### config.mk
export PLATFORM = sky130hd
export DESIGN_NAME = lane_request_conditioner
export DESIGN_NICKNAME = d
export VERILOG_FILES = /design/src/rtl/lane_request_conditioner_pkg.sv /design/src/rtl/lane_request_conditioner_debounce.sv /design/src/rtl/lane_request_conditioner.sv
export SDC_FILE = /design/constraint.sdc
export NUM_CORES = 1
export LEC_CHECK = 0
export BUFFER_PORTS_ARGS = -buffer_cell sky130_fd_sc_hd__buf_2
export CORE_MARGIN = 4
export CORE_UTILIZATION = 59
export CTS_BUF_LIST = sky130_fd_sc_hd__clkbuf_4 sky130_fd_sc_hd__clkbuf_8 sky130_fd_sc_hd__clkbuf_16
export DETAILED_ROUTE_END_ITERATION = 10
export GPL_TIMING_DRIVEN = 0
export PLACE_DENSITY = 0.86
export SLEW_MARGIN = 20
export SYNTH_ARGS = -nofsm -noshare
export SYNTH_HDL_FRONTEND = slang
export SYNTH_SLANG_ARGS = --single-unit
### constraint.sdc
create_clock -name clk -period 1.7 [get_ports clk]
set_input_delay 0.085 -clock clk [delete_from_list [all_inputs] [get_ports clk]]
set_output_delay 0.085 -clock clk [all_outputs]
set_load 0.02 [all_outputs]
### src/rtl/lane_request_conditioner_pkg.sv
// Shared lane constants and types for the intersection front end.
package tlc_pkg;

  localparam int NUM_LANES = 4;

  localparam int LANE_A = 0;
  localparam int LANE_B = 1;
  localparam int LANE_C = 2;
  localparam int LANE_D = 3;

  typedef logic [NUM_LANES-1:0] lane_vec_t;

endpackage

### src/rtl/lane_request_conditioner_debounce.sv
// One lane: two-flop synchroniser followed by a symmetric counting debouncer.
module lane_debounce
  import tlc_pkg::*;
#(
  parameter int DEBOUNCE_CYCLES = 16
) (
  input  logic clk,
  input  logic rst,
  input  logic raw,
  output logic deb
);

  localparam int DB_W = $clog2(DEBOUNCE_CYCLES);
  localparam logic [DB_W-1:0] CNT_MAX = DB_W'(DEBOUNCE_CYCLES - 1);

  logic            s1_q, s1_d;
  logic            s2_q, s2_d;
  logic            deb_q, deb_d;
  logic [DB_W-1:0] cnt_q, cnt_d;

  always_comb begin
    s1_d  = raw;
    s2_d  = s1_q;
    deb_d = deb_q;
    cnt_d = '0;
    // Any return to the accepted level restarts the stability count.
    if (s2_q != deb_q) begin
      if (cnt_q == CNT_MAX) begin
        deb_d = s2_q;
      end else begin
        cnt_d = cnt_q + 1'b1;
      end
    end
  end

  always_ff @(posedge clk or posedge rst) begin
    if (rst) begin
      s1_q  <= 1'b0;
      s2_q  <= 1'b0;
      deb_q <= 1'b0;
      cnt_q <= '0;
    end else begin
      s1_q  <= s1_d;
      s2_q  <= s2_d;
      deb_q <= deb_d;
      cnt_q <= cnt_d;
    end
  end

  assign deb = deb_q;

endmodule

### src/rtl/lane_request_conditioner.sv
// Conditions raw lane sensors into latched requests and paces the controller with a tick.
module lane_request_conditioner
  import tlc_pkg::*;
#(
  parameter int DEBOUNCE_CYCLES = 16,
  parameter int TICK_DIV        = 100_000_000
) (
  input  logic            clk,
  input  logic            rst,
  input  logic [3:0]      sens_raw,
  input  logic [3:0]      green,
  output logic [3:0]      req,
  output logic            tick
);

  localparam int TK_W = $clog2(TICK_DIV);
  localparam logic [TK_W-1:0] TK_MAX = TK_W'(TICK_DIV - 1);

  lane_vec_t       deb;
  lane_vec_t       req_q, req_d;
  logic [TK_W-1:0] tk_cnt_q, tk_cnt_d;
  logic            tick_q, tick_d;

  for (genvar i = 0; i < NUM_LANES; i++) begin : g_lane
    lane_debounce #(
      .DEBOUNCE_CYCLES(DEBOUNCE_CYCLES)
    ) u_deb (
      .clk(clk),
      .rst(rst),
      .raw(sens_raw[i]),
      .deb(deb[i])
    );
  end

  always_comb begin
    // Set dominates: a lane still demanding service keeps its request while green.
    req_d    = deb | (req_q & ~green);
    tick_d   = (tk_cnt_q == TK_MAX);
    tk_cnt_d = (tk_cnt_q == TK_MAX) ? '0 : tk_cnt_q + 1'b1;
  end

  always_ff @(posedge clk or posedge rst) begin
    if (rst) begin
      req_q    <= '0;
      tk_cnt_q <= '0;
      tick_q   <= 1'b0;
    end else begin
      req_q    <= req_d;
      tk_cnt_q <= tk_cnt_d;
      tick_q   <= tick_d;
    end
  end

  assign req  = req_q;
  assign tick = tick_q;

endmodule

==> Word-level counts from Yosys, hierarchy flattened <==
Index checks and enable logic that the tools add are counted.
{ "word_totals": {"regBits": 60, "word_cells": 49} }
{ "classes": {"addsub": 5, "n_eq_ne": 9, "n_mux": 9, "bitwise_logic": 3, "n_reduce_logical": 4} }
{ "ops": {"columns": ["operator", "count"], "rows": [
  ["$mux W4", 8],
  ["$add A27 B1 Y27 const B", 1],
  ["$eq A27 B27 Y1 const B", 1],
  ["$mux W27", 1],
  ["$add A4 B1 Y4 const B", 4],
  ["$eq A4 B4 Y1 const B", 4],
  ["$reduce_and A2 Y1", 4],
  ["$and A4 B4 Y4", 1],
  ["$ne A1 B1 Y1", 4],
  ["$not A4 Y4", 1],
  ["$or A4 B4 Y4", 1]
]} }

==> Longest topological paths before layout <==
{ "logic_depth": {"word_depth": 3, "mapped_depth": 6} }

==> By module <==
Synthesis repeated with hierarchy kept, for this count alone.
{ "unflattened": {"hier_cells": 228, "hier_area_um2": 2657.5} }
{ "modules_own_cells": {"columns": ["module", "instances", "cells_each", "area_each_um2"], "rows": [
  ["lane_request_conditioner", 1, 152, 1556.5],
  ["lane_debounce", 4, 19, 275.3]
]} }

==> Worst setup path before layout <==
No wires, ideal clock.
{ "synth_path": {"path_kind": "register to register", "start": "reg tk_cnt_q[8]", "end": "reg tk_cnt_q[13]", "setup_time_ps": 119, "t_arrival_ps": 1416, "required_ps": 1581, "slack_ps": 165, "path_stages_with_launch": 6, "n_path_buf": 1, "cell_sequence": "dfrtp_1 nor4b_1 nand4_1 nor3_4 buf_6 nor2_1"} }
{ "synth_via": {"elab_chain_len": 2, "elab_cells_between_ends": 3} }
{ "synth_lines": {"columns": ["item", "line_no", "source"], "rows": [
  ["from (decl)", "lane_request_conditioner.sv:21", "logic [TK_W-1:0] tk_cnt_q, tk_cnt_d;"],
  ["from (signal assigned)", "lane_request_conditioner.sv:49", "tk_cnt_q <= tk_cnt_d;"],
  ["$eq A27 B27 Y1", null, null],
  ["net tick_d", "lane_request_conditioner.sv:22", "logic tick_q, tick_d;"],
  ["$mux W27", "lane_request_conditioner.sv:39", "tk_cnt_d = (tk_cnt_q == TK_MAX) ? '0 : tk_cnt_q + 1'b1;"],
  ["net tk_cnt_d[13]", "lane_request_conditioner.sv:21", null]
]} }
The timed path passes the listed nets, and every way through them passes these cells.
A chain may end at the register's enable or synchronous reset.

==> Worst setup path after layout <==
{ "layout_path": {"start": "reg tk_cnt_q[8]", "end": "reg tk_cnt_q[23]"} }
{ "layout_via": {"elab_chain_len": 2, "elab_cells_between_ends": 3} }
{ "layout_lines": {"columns": ["item", "line_no"], "rows": [
  ["$add A27 B1 Y27 / $eq A27 B27 Y1 (equally long branches)", "lane_request_conditioner.sv:39"],
  ["$mux W27 (*)", "lane_request_conditioner.sv:39"],
  ["net tk_cnt_d[23]", "lane_request_conditioner.sv:21"]
]} }
The timed path passes the listed nets; every way through them passes the cells marked *.

==> impl_metrics.ini <==
[die]
die_w_um = 74.2
ios = 15
die_area_mm2 = 0.00550
row_count = 23
initial_utilization = 0.628
core_area_mm2 = 0.00412
die_h_um = 74.2

[sta]
finalSetupViolations = 1
fmax_ghz = 0.579
grt_setup_unrepaired = true
fin_worst_skew_ns = 0.00946
setup_slack_ns = -0.0268
slew_headroom = 0.531
min_period_ns = 1.73
finalHoldViolCount = 0
worst_pin_slew_ns = 0.704
hold_ws_ns = 0.0210
fin_crit_sh = 1.02
drv_slew = 0

[clock_network]
clk_pin_slew_worst_paths_ns = 0.06
cts_tree = yes
cts_sinks = 60
ctsLongestPathBuffers = 2
cts_root_buffer = clkbuf_8
cts_inserted_buffers = 9
htreeDepth = 3
worstSkewPairLatency_ns = 0.35

[yosys]
synth_flop_cell = dfrtp_1
ys_ff_latch = 60
synth_fa_ha_area_frac = 0.0242
muxShareOfSynthArea = 0.0174
synth_cell_types = 33
syn_avg_cell_area_um2 = 11.8
yosysTopAreaCell = dfrtp_1
synth_nets = 234
synth_edf_count = 0
synth_async_sr_flop_share = 1.00
synthesis.area_mm2 = 0.00258
synth.area.top_cells = dfrtp_1, xnor2_1, xor2_1, nand3_1, nor2_1
yosys_warnings = 0
synth_top_family_by_area = simple AND/OR/NAND/NOR gates
synth.yosys.seq_area_share = 0.581
synth_compound_area_frac = 0.0489
synth_top_area_frac = 0.581
synth.most_common_cell = dfrtp_1
synthTopCellsByCount = dfrtp_1, nor2_1, xnor2_1, nand3_1, inv_1
synth-simple-area-share = 0.203
synth_xor_area_frac = 0.102
syn-instance-count = 219

[global_routing]
grt_usage = 0.190
grt_pass1_vias = 1781
antenna_found_initial = 0
grt_pass1_wl_um = 7620
grt_start_max_net_pins = 61
grt_overflow_total = 0

[power]
power_frac_clock = 0.479
p_sw_mw = 0.617
p_sw_frac = 0.201
p_int_mw = 2.45
p_seq_frac = 0.486
peakVddDrop_mv = 0.693
comb_power_share = 0.035
power_leakage_nw = 1.52
p_per_area_mw_per_mm2 = 972

[route]
drt_iter0_drc = 78
wirelength_um = 4650
post-route-drc-count = 0
drt.antenna.violating_nets = 0
num_vias = 1748
drtPass1Iterations = 4
wire_per_inst_um = 14.7
routed_via_density = 5.51

[cells_and_area]
final_core_util = 0.767
regArea_mm2 = 0.00151
multi_input_area_mm2 = 0.00106
num_antenna_cells = 0
synthToLayoutAreaGrowth_pct = 22.1
drive_gt1_frac = 0.247
n_fill_cell = 254
stdcell_count = 317
nNetsFinal = 277

[critical_path]
critPathKind = flip-flop to flip-flop
end_kind = flip-flop
critPathRequiredTime_ns = 1.92
crit_path_start_kind = flip-flop
critPathArrivalTime_ns = 1.95
critPathMaxFanout = 6

[placed_design]
dp_cells = 283
place_hpwl_um = 2770
gp_congestion = 0.792
io_buffer_count = 14

[run]
drv_cap = 0

[run_status]
violations = negative setup slack
status = complete, but fails checks

[worst_hold_path]
min_path_type = primary input to flip-flop
[cell usage in the layout (no fill, tap or decap), drive strengths merged]
cell type and count:
dfrtp 60, buf 26, nor2 21, xnor2 18, nand3 16, inv 13
xor2 12, clkbuf 12, nand2 9, a21oi 8, dlygate4sd3 7, nand4 7
o21ai 6, nor2b 5, ha 5, nor4 5, a21o 4, nand4b 4
mux2 4, and4 4, nor3 4, nor3b 3, and3 3, nand3b 2
bufinv 2, clkinv 2, a311oi 1, nor4b 1, and2 1, o21a 1
a311o 1
[layout make-up]
class | instances | area share
multi-input cells | 145 | 0.337
clock inverters | 4 | 0.0222
well taps | 50 | 0.0198
plain buffers | 1 | 0.00357
inverters | 13 | 0.0163
clock buffers | 12 | 0.0523
repair buffers | 32 | 0.0706
flip-flops and latches | 60 | 0.478
[critical path: stages, from the launching register on]
cell,delay (ns)
dfrtp_2,0.47
nor4b_4,0.25
nand4_1,0.21
nor3_4,0.39
nand3b_1,0.20
o21ai_2,0.08
[cell families (layout without fill, tap and decap cells)]
group / Yosys count / count (layout)
simple gates: 85 / 85
flops: 60 / 60
xor+xnor: 30 / 30
compound gates: 21 / 21
buf+inv: 14 / 62
fa+ha+maj: 5 / 5
mux: 4 / 4
[flip-flops by register name, summed over array words and instances, names as in the netlist]
register and count:
tk_cnt_q 27, g_lane.u_deb.cnt_q 16, g_lane.u_deb.deb 4, g_lane.u_deb.s1_q 4
g_lane.u_deb.s2_q 4, req 4, tick 1
[power groups by stage]
stage	sequential [mW]	clock, mW	combinational (mW)
3_3_place_gp	1.51	0	0.0911
2_1_floorplan	1.51	0	0.0690
4_1_cts	1.49	1.50	0.108
5_1_grt	1.49	1.56	0.123
3_5_place_dp	1.52	0	0.0949
6_report	1.49	1.47	0.107
[per-stage QoR]
stage                     total power [mW]  TNS (ns)  setup slack (ns)  cell area [µm²]
final                                 3.07   -0.0268           -0.0268             3160
after global routing                  3.18     -1.21            -0.104             3160
after floorplan                       1.58         0             0.130             2580
after CTS                             3.10         0            0.0133             3060
after global placement                1.60    -33.09            -0.547             2720
after detailed placement              1.61    -0.537            -0.106             2720
[final timing paths]
| kind | start | to | slack, ns | depth (start not counted) |
|---|---|---|---|---|
| min reg2reg | g_lane[3].u_deb.s1_q | g_lane[3].u_deb.s2_q | 0.35 | 0 |
| min in group asynchronous | rst | g_lane[2].u_deb.cnt_q[0] | 0.42 | 3 |
| max | tk_cnt_q[8] | tk_cnt_q[23] | -0.03 | 5 |
| min | green[0] | req[0] | 0.02 | 3 |
| max reg2reg | tk_cnt_q[8] | tk_cnt_q[23] | -0.03 | 5 |
| max in group asynchronous | rst | tk_cnt_q[13] | 0.76 | 3 |
[routing by layer]
| layer | wire length [µm] | global-route usage |
|---|---|---|
| met4 | 97 | 0.0865 |
| met1 | 1960 | 0.205 |
| met3 | 272 | 0.0932 |
| met2 | 2320 | 0.314 |
| met5 | 0 | 0 |
[timing repair]
item / 4_1_cts / 5_1_grt
endpoints found under the setup margin: 11 / 16
pin swaps: 2 / 10
setup buffers: 4 / 8
hold endpoints to repair: 66 / 0
hold buffers: 7 / 0
resized for setup: 2 / 14
Power figures use the tool's default switching activity.
